[src/rtl/cdb_egress_channel_pkg.sv]
// Shared definitions for the CDB egress channel: channel codes,
// opcode field bounds, link-flit opcode and the egress FSM encoding.
package cdb_egress_channel_pkg;

  localparam int CHANNEL_REQ = 0;
  localparam int CHANNEL_RSP = 1;
  localparam int CHANNEL_SNP = 2;
  localparam int CHANNEL_DAT = 3;

  localparam int DSU_CHI_REQ_FLIT_OPCODE_LEFT  = 3;
  localparam int DSU_CHI_REQ_FLIT_OPCODE_RIGHT = 0;
  localparam int DSU_CHI_RSP_FLIT_OPCODE_LEFT  = 4;
  localparam int DSU_CHI_RSP_FLIT_OPCODE_RIGHT = 1;
  localparam int DSU_CHI_SNP_FLIT_OPCODE_LEFT  = 4;
  localparam int DSU_CHI_SNP_FLIT_OPCODE_RIGHT = 0;
  localparam int DSU_CHI_DAT_FLIT_OPCODE_LEFT  = 5;
  localparam int DSU_CHI_DAT_FLIT_OPCODE_RIGHT = 2;

  localparam int NOC_DELAY = 2;

  localparam logic [7:0] LINK_FLIT_OPCODE = 8'h00;

  typedef enum logic [1:0] {
    ST_RUN    = 2'd0,
    ST_RETURN = 2'd1,
    ST_STOP   = 2'd2
  } egress_state_e;

  function automatic int opcode_left(input int channel);
    case (channel)
      CHANNEL_RSP: return DSU_CHI_RSP_FLIT_OPCODE_LEFT;
      CHANNEL_SNP: return DSU_CHI_SNP_FLIT_OPCODE_LEFT;
      CHANNEL_DAT: return DSU_CHI_DAT_FLIT_OPCODE_LEFT;
      default:     return DSU_CHI_REQ_FLIT_OPCODE_LEFT;
    endcase
  endfunction

  function automatic int opcode_right(input int channel);
    case (channel)
      CHANNEL_RSP: return DSU_CHI_RSP_FLIT_OPCODE_RIGHT;
      CHANNEL_SNP: return DSU_CHI_SNP_FLIT_OPCODE_RIGHT;
      CHANNEL_DAT: return DSU_CHI_DAT_FLIT_OPCODE_RIGHT;
      default:     return DSU_CHI_REQ_FLIT_OPCODE_RIGHT;
    endcase
  endfunction

endpackage

[src/rtl/cdb_lcrd_counter.sv]
// Saturating L-credit counter; a grant at the ceiling with no
// concurrent send is an overflow and latches crd_ovf until reset.
module cdb_lcrd_counter #(
  parameter int MAX_CRD   = 15,
  parameter int CNT_WIDTH = 4
) (
  input  logic                 clk_in,
  input  logic                 rstn_in,
  input  logic                 crd_add,
  input  logic                 crd_sub,
  output logic [CNT_WIDTH-1:0] crd_cnt,
  output logic                 crd_ovf
);

  localparam logic [CNT_WIDTH-1:0] MAX_CNT = CNT_WIDTH'(MAX_CRD);
  localparam logic [CNT_WIDTH-1:0] ONE     = CNT_WIDTH'(1);

  always_ff @(posedge clk_in or negedge rstn_in) begin
    if (!rstn_in) begin
      crd_cnt <= '0;
      crd_ovf <= 1'b0;
    end else begin
      case ({crd_add, crd_sub})
        2'b10: begin
          if (crd_cnt == MAX_CNT) crd_ovf <= 1'b1;
          else                    crd_cnt <= crd_cnt + ONE;
        end
        2'b01: begin
          if (crd_cnt != '0) crd_cnt <= crd_cnt - ONE;
        end
        default: ;
      endcase
    end
  end

endmodule

[src/rtl/sync_dff.sv]
// Two-flop synchroniser for signals crossing into the clk_in domain.
module sync_dff #(
  parameter int WIDTH = 1
) (
  input  logic             clk_in,
  input  logic             rstn_in,
  input  logic [WIDTH-1:0] d,
  output logic [WIDTH-1:0] q
);

  logic [WIDTH-1:0] meta_r;

  always_ff @(posedge clk_in or negedge rstn_in) begin
    if (!rstn_in) begin
      meta_r <= '0;
      q      <= '0;
    end else begin
      meta_r <= d;
      q      <= meta_r;
    end
  end

endmodule

[src/rtl/cdb_egress_channel.sv]
// Egress half of the CDB async flit bridge: drains the ingress FIFO onto
// a CHI TX link under L-credit control and returns credits on deactivation.
module cdb_egress_channel
  import cdb_egress_channel_pkg::*;
#(
  parameter int CDB_FIFO_DEPTH = 8,
  parameter int CDB_FLIT_WIDTH = 8,
  parameter int CHANNEL        = 0,
  parameter int CDB_MAX_CRD    = 15,
  parameter int CRD_CNT_WIDTH  = 4
) (
  input  logic                                 clk_in,
  input  logic                                 rstn_in,
  input  logic [CDB_FIFO_DEPTH-1:0]            wptr_r_in2e,
  input  logic [CDB_FLIT_WIDTH*CDB_FIFO_DEPTH-1:0] cdb_fifo_data_in2e,
  output logic [CDB_FIFO_DEPTH-1:0]            rptr_r_e2in,
  output logic                                 tx_flitpend,
  output logic                                 tx_flitv,
  output logic [CDB_FLIT_WIDTH-1:0]            tx_flit,
  input  logic                                 txcrdv,
  input  logic                                 link_deact_req,
  output logic                                 link_deact_done,
  output logic [CRD_CNT_WIDTH-1:0]             crd_cnt,
  output logic                                 crd_ovf
);

  localparam int D         = CDB_FIFO_DEPTH;
  localparam int W         = CDB_FLIT_WIDTH;
  localparam int OPC_LEFT  = opcode_left(CHANNEL);
  localparam int OPC_RIGHT = opcode_right(CHANNEL);
  localparam int OPC_W     = OPC_LEFT - OPC_RIGHT + 1;

  egress_state_e state, next_state;
  logic [D-1:0]  sync_wptr;
  logic [D-1:0]  rptr_r;
  logic [D-1:0]  rptr_oh_r;
  logic          fifo_nempty;
  logic          send_data;
  logic          send_link;
  logic [W-1:0]  rd_data;
  logic [W-1:0]  link_flit;

  sync_dff #(.WIDTH(D)) u_wptr_sync (
    .clk_in  (clk_in),
    .rstn_in (rstn_in),
    .d       (wptr_r_in2e),
    .q       (sync_wptr)
  );

  cdb_lcrd_counter #(.MAX_CRD(CDB_MAX_CRD), .CNT_WIDTH(CRD_CNT_WIDTH)) u_lcrd (
    .clk_in  (clk_in),
    .rstn_in (rstn_in),
    .crd_add (txcrdv),
    .crd_sub (send_data | send_link),
    .crd_cnt (crd_cnt),
    .crd_ovf (crd_ovf)
  );

  assign fifo_nempty = (rptr_r != sync_wptr);
  assign rptr_r_e2in = rptr_r;

  // Entries are written well before their pointer update is synchronised.
  always_comb begin
    rd_data = '0;
    for (int i = 0; i < D; i++) begin
      rd_data = rd_data | (cdb_fifo_data_in2e[W*i +: W] & {W{rptr_oh_r[i]}});
    end
  end

  always_comb begin
    link_flit = '0;
    link_flit[OPC_LEFT:OPC_RIGHT] = LINK_FLIT_OPCODE[OPC_W-1:0];
  end

  always_ff @(posedge clk_in or negedge rstn_in) begin
    if (!rstn_in) begin
      rptr_r    <= '0;
      rptr_oh_r <= D'(1);
    end else if (send_data) begin
      rptr_r    <= {rptr_r[D-2:0], ~rptr_r[D-1]};
      rptr_oh_r <= {rptr_oh_r[D-2:0], rptr_oh_r[D-1]};
    end
  end

  always_ff @(posedge clk_in or negedge rstn_in) begin
    if (!rstn_in) state <= ST_RUN;
    else          state <= next_state;
  end

  // RETURN waits for the FIFO to drain first; dropping the request keeps unreturned credits.
  always_comb begin
    next_state = state;
    case (state)
      ST_RUN: begin
        if (link_deact_req && !fifo_nempty) next_state = ST_RETURN;
      end
      ST_RETURN: begin
        if (!link_deact_req)                       next_state = ST_RUN;
        else if ((crd_cnt == '0) && !txcrdv)       next_state = ST_STOP;
      end
      ST_STOP: begin
        if (!link_deact_req) next_state = ST_RUN;
      end
      default: next_state = ST_RUN;
    endcase
  end

  always_comb begin
    send_data = (state == ST_RUN) && fifo_nempty && (crd_cnt != '0);
    send_link = (state == ST_RETURN) && (crd_cnt != '0);
  end

  always_ff @(posedge clk_in or negedge rstn_in) begin
    if (!rstn_in) begin
      tx_flitv        <= 1'b0;
      tx_flit         <= '0;
      tx_flitpend     <= 1'b0;
      link_deact_done <= 1'b0;
    end else begin
      tx_flitv        <= send_data | send_link;
      tx_flitpend     <= (state != ST_STOP);
      link_deact_done <= (state == ST_STOP);
      if (send_data)      tx_flit <= rd_data;
      else if (send_link) tx_flit <= link_flit;
    end
  end

endmodule

[config.mk]
export PLATFORM = sky130hd
export DESIGN_NAME = cdb_egress_channel
export DESIGN_NICKNAME = d
export VERILOG_FILES = /design/src/rtl/cdb_egress_channel_pkg.sv /design/src/rtl/cdb_lcrd_counter.sv /design/src/rtl/sync_dff.sv /design/src/rtl/cdb_egress_channel.sv
export SDC_FILE = /design/constraint.sdc
export NUM_CORES = 1
export LEC_CHECK = 0
export BUFFER_PORTS_ARGS = -buffer_cell sky130_fd_sc_hd__buf_2
export CAP_MARGIN = 15
export CELL_PAD_IN_SITES_DETAIL_PLACEMENT = 0
export CELL_PAD_IN_SITES_GLOBAL_PLACEMENT = 2
export CORE_MARGIN = 3
export CORE_UTILIZATION = 31
export CTS_CLUSTER_DIAMETER = 60
export DETAILED_ROUTE_END_ITERATION = 10
export PLACE_DENSITY = 0.94
export SLEW_MARGIN = 20
export SYNTH_ARGS = -nofsm -noshare
export SYNTH_HDL_FRONTEND = slang
export SYNTH_SLANG_ARGS = --single-unit
[constraint.sdc]
create_clock -name clk_in -period 8.15 [get_ports clk_in]
set_input_delay 0.4075 -clock clk_in [delete_from_list [all_inputs] [get_ports clk_in]]
set_output_delay 0.4075 -clock clk_in [all_outputs]
set_load 0.01 [all_outputs]
==> flow_summary.toml <==
[logic_synthesis]
yosysSeqAreaShare = 0.565
yosys.area.top_type_share = 0.553
ys_ff_latch = 50
synth-edff-count = 0
synth.avg_cell_area_um2 = 12.8
synthArstFlopShare = 1.00
ys_warn_count = 0
syn-cell-area_um2 = 2220
synth_most_common_cell = "dfrtp_1"
synth_common_cells = "49 x dfrtp_1, 33 x a22oi_1, 15 x mux2_2, 9 x nand4_1"
synth_area_leaders = "dfrtp_1 55%, a22oi_1 11%, mux2_2 7.6%, a22o_1 3.2%, xor2_1 3.2%"
synth_top_flop_cell = "dfrtp_1"
synth_cells = 173
ys_types = 28
synth_nets = 252
synth_top_cell_by_area = "dfrtp_1"

[critical_path]
startpoint = "u_lcrd.crd_cnt[0]"
worst_ep_required_time_ns = 8.34
reg2reg_to = "u_lcrd.crd_cnt[3]"
critical_path_peak_fanout = 14
crit_end = "u_lcrd.crd_cnt[3]"
r2r_cells = 9
start_kind = "flip-flop"
ff2ff_setup_slack_ns = 5.07
crit_type = "reg -> reg"
end_kind = "flip-flop"
arrival_ns = 3.26
cp_slowest_cell = "nor4_1"
crit_chain = "nor4_1 > a311o_1 > nor2_1 > ha_1 > a21o_1 > a21oi_1 > and2_1 > mux2i_1 > xnor2_1"
crit-reg2reg-launch = "u_lcrd.crd_cnt[0]"
max_stage_delay_ns = 0.74

[floorplan]
start_util = 0.323
rows = 30
die_w_um = 90.6
boundaryPins = 100
core_area_um2 = 6870
die_h_um = 90.6
die_area_um2 = 8200

[detailed_routing]
wl_um = 5630
wl_per_cell_um = 15.4
firstDrtPassIters = 4
detail-route-antenna-nets = 0
vias = 1761
drc = 0
vias_per_cell = 4.82
drtIter0Drc = 68

[sta]
timing.slew.headroom = 0.443
fin_crit_sh = 0.377
rsz0062_at_grt = "no"
fmax_ghz = 0.325
finalHoldViolCount = 0
tightestPinTransition_ns = 0.828
maxSlewViolCount = 0
tns_ns = 0
fin_skew_ns = 0.00499
setup_viol = 0
post-route-min-period_ns = 3.08
layout_setup_ws_ns = 5.07

[clock_tree]
cts_made_buffers = 5
cts_resized = 0
cts-root-buf = "clkbuf_8"
postCtsSetupBuffers = 0
clock-sinks = 50
clk_pin_slew_ns = 0.09
cts_buffer_depth = 2
cts_tree = "yes"
htreeDepth = 2
clk_latency_ns = 0.30
ctsHoldBuffers = 0

[pwr]
p_switching_mw = 0.210
p_seq_frac = 0.484
p_total_mw = 0.649
combPwrFrac = 0.298
p_sw_frac = 0.324
p_per_area_nw_per_um2 = 226
intPower_mw = 0.439
p_clk_frac = 0.217
p_leak_nw = 1.42
vdd_drop_max_mv = 0.126

[job]
cap_violations = 0

[cells_and_area]
multi_input_area_um2 = 883
diodes = 0
area_growth_pct = 29.6
ff_latch_area_um2 = 1250
finalNetCount = 347
layout-drive-gt1-share = 0.472
n_fill_cell = 660

[global_routing]
antenna_found_initial = 0
grt_pass1_vias = 1893
grt_overflow = 0
grt_pass1_wl_um = 9540
grt_max_degree = 51
grt_util_all_layers = 0.145

[place]
dp_slack_ns = 5.06
dp_hpwl_um = 4210
place.gp.congestion = 0.737
numPortBuffers = 99

[outcome]
status = "complete, no violations"

[min_path]
hold_path_class = "in -> async"
## area by class of cell
class                   instances  share of cell area
clock buffers                   6              0.0253
clock inverters                 2             0.00479
inverters                       7             0.00914
multi-input cells             104               0.307
flip-flops and latches         50               0.436
well taps                      96              0.0418
repair buffers                100               0.176
## sequential cells by signal, indices dropped and copies added (netlist names), 2 cells and up
name                cells
rptr_oh_r               8
rptr_r_e2in             8
tx_flit                 8
u_wptr_sync.meta_r      8
u_wptr_sync.q           8
u_lcrd.crd_cnt          4
state                   2
## routing by layer
layer / track usage / routed length [um]
met3: 0.0342 / 317
met5: 0 / 0
met1: 0.199 / 2570
met4: 0.0497 / 95
met2: 0.226 / 2640
## kinds of logic (layout without fill, tap and decap cells)
family | after synthesis | in the layout | synth area share
AND/OR/NAND/NOR | 22 | 22 | 0.0609
multiplexers | 19 | 19 | 0.0965
flip-flops | 50 | 50 | 0.565
adder cells (fa/ha/maj) | 3 | 3 | 0.0203
XOR/XNOR | 11 | 11 | 0.0435
AO/OA/AOI/OAI | 49 | 49 | 0.177
buffers and inverters | 19 | 115 | 0.0367
## power by group through the flow
stage                     registers (mW)  clock network, mW  logic, mW
after global placement             0.317                  0      0.196
after global routing               0.321              0.157      0.216
after CTS                          0.315              0.146      0.198
after floorplan                    0.328                  0      0.112
final                              0.314              0.141      0.193
after detailed placement           0.320                  0      0.197
## worst max-delay path: cells and delay by family, from the launching register on
kind	cells	cell delay (ns)
muxes	1	0.07
adders and majority gates	1	0.31
and+or+nand+nor	3	1.04
DFF	1	0.42
xor gates and xnor gates	1	0.15
AOI/OAI and AO/OA	3	0.97
## worst min path at each step
stage,startpoint,end,slack (ns),depth (start not counted)
6_report,rstn_in,rptr_oh_r[4],0.12,1
5_1_grt,rstn_in,rptr_oh_r[4],0.16,1
4_1_cts,wptr_r_in2e[5],u_wptr_sync.meta_r[5],0.19,1
3_5_place_dp,u_wptr_sync.meta_r[7],u_wptr_sync.q[7],0.34,0
3_3_place_gp,u_wptr_sync.meta_r[3],u_wptr_sync.q[3],0.33,0
2_1_floorplan,rstn_in,link_deact_done,0.11,0
## metrics by stage
stage	utilization	area, um^2	cells	hold WS (ns)
detailed placement	0.405	2790	357	0.336
finish	0.418	2870	365	0.117
floorplan	-	2220	173	0.112
global placement	0.405	2790	357	0.333
CTS	0.418	2870	365	0.193
global route	0.418	2870	365	0.160
## layout by cell type (no fill, tap or decap), types with 5 or more instances in the layout
cell,Yosys,layout
a22o_1,8,8
a22oi_1,33,33
buf_2,2,98
clkbuf_8,0,5
dfrtp_1,49,49
inv_1,7,7
mux2_2,15,15
nand4_1,9,9
nor2_1,5,5
xor2_1,8,8
No activity file was read; power rests on OpenSTA's default activity.
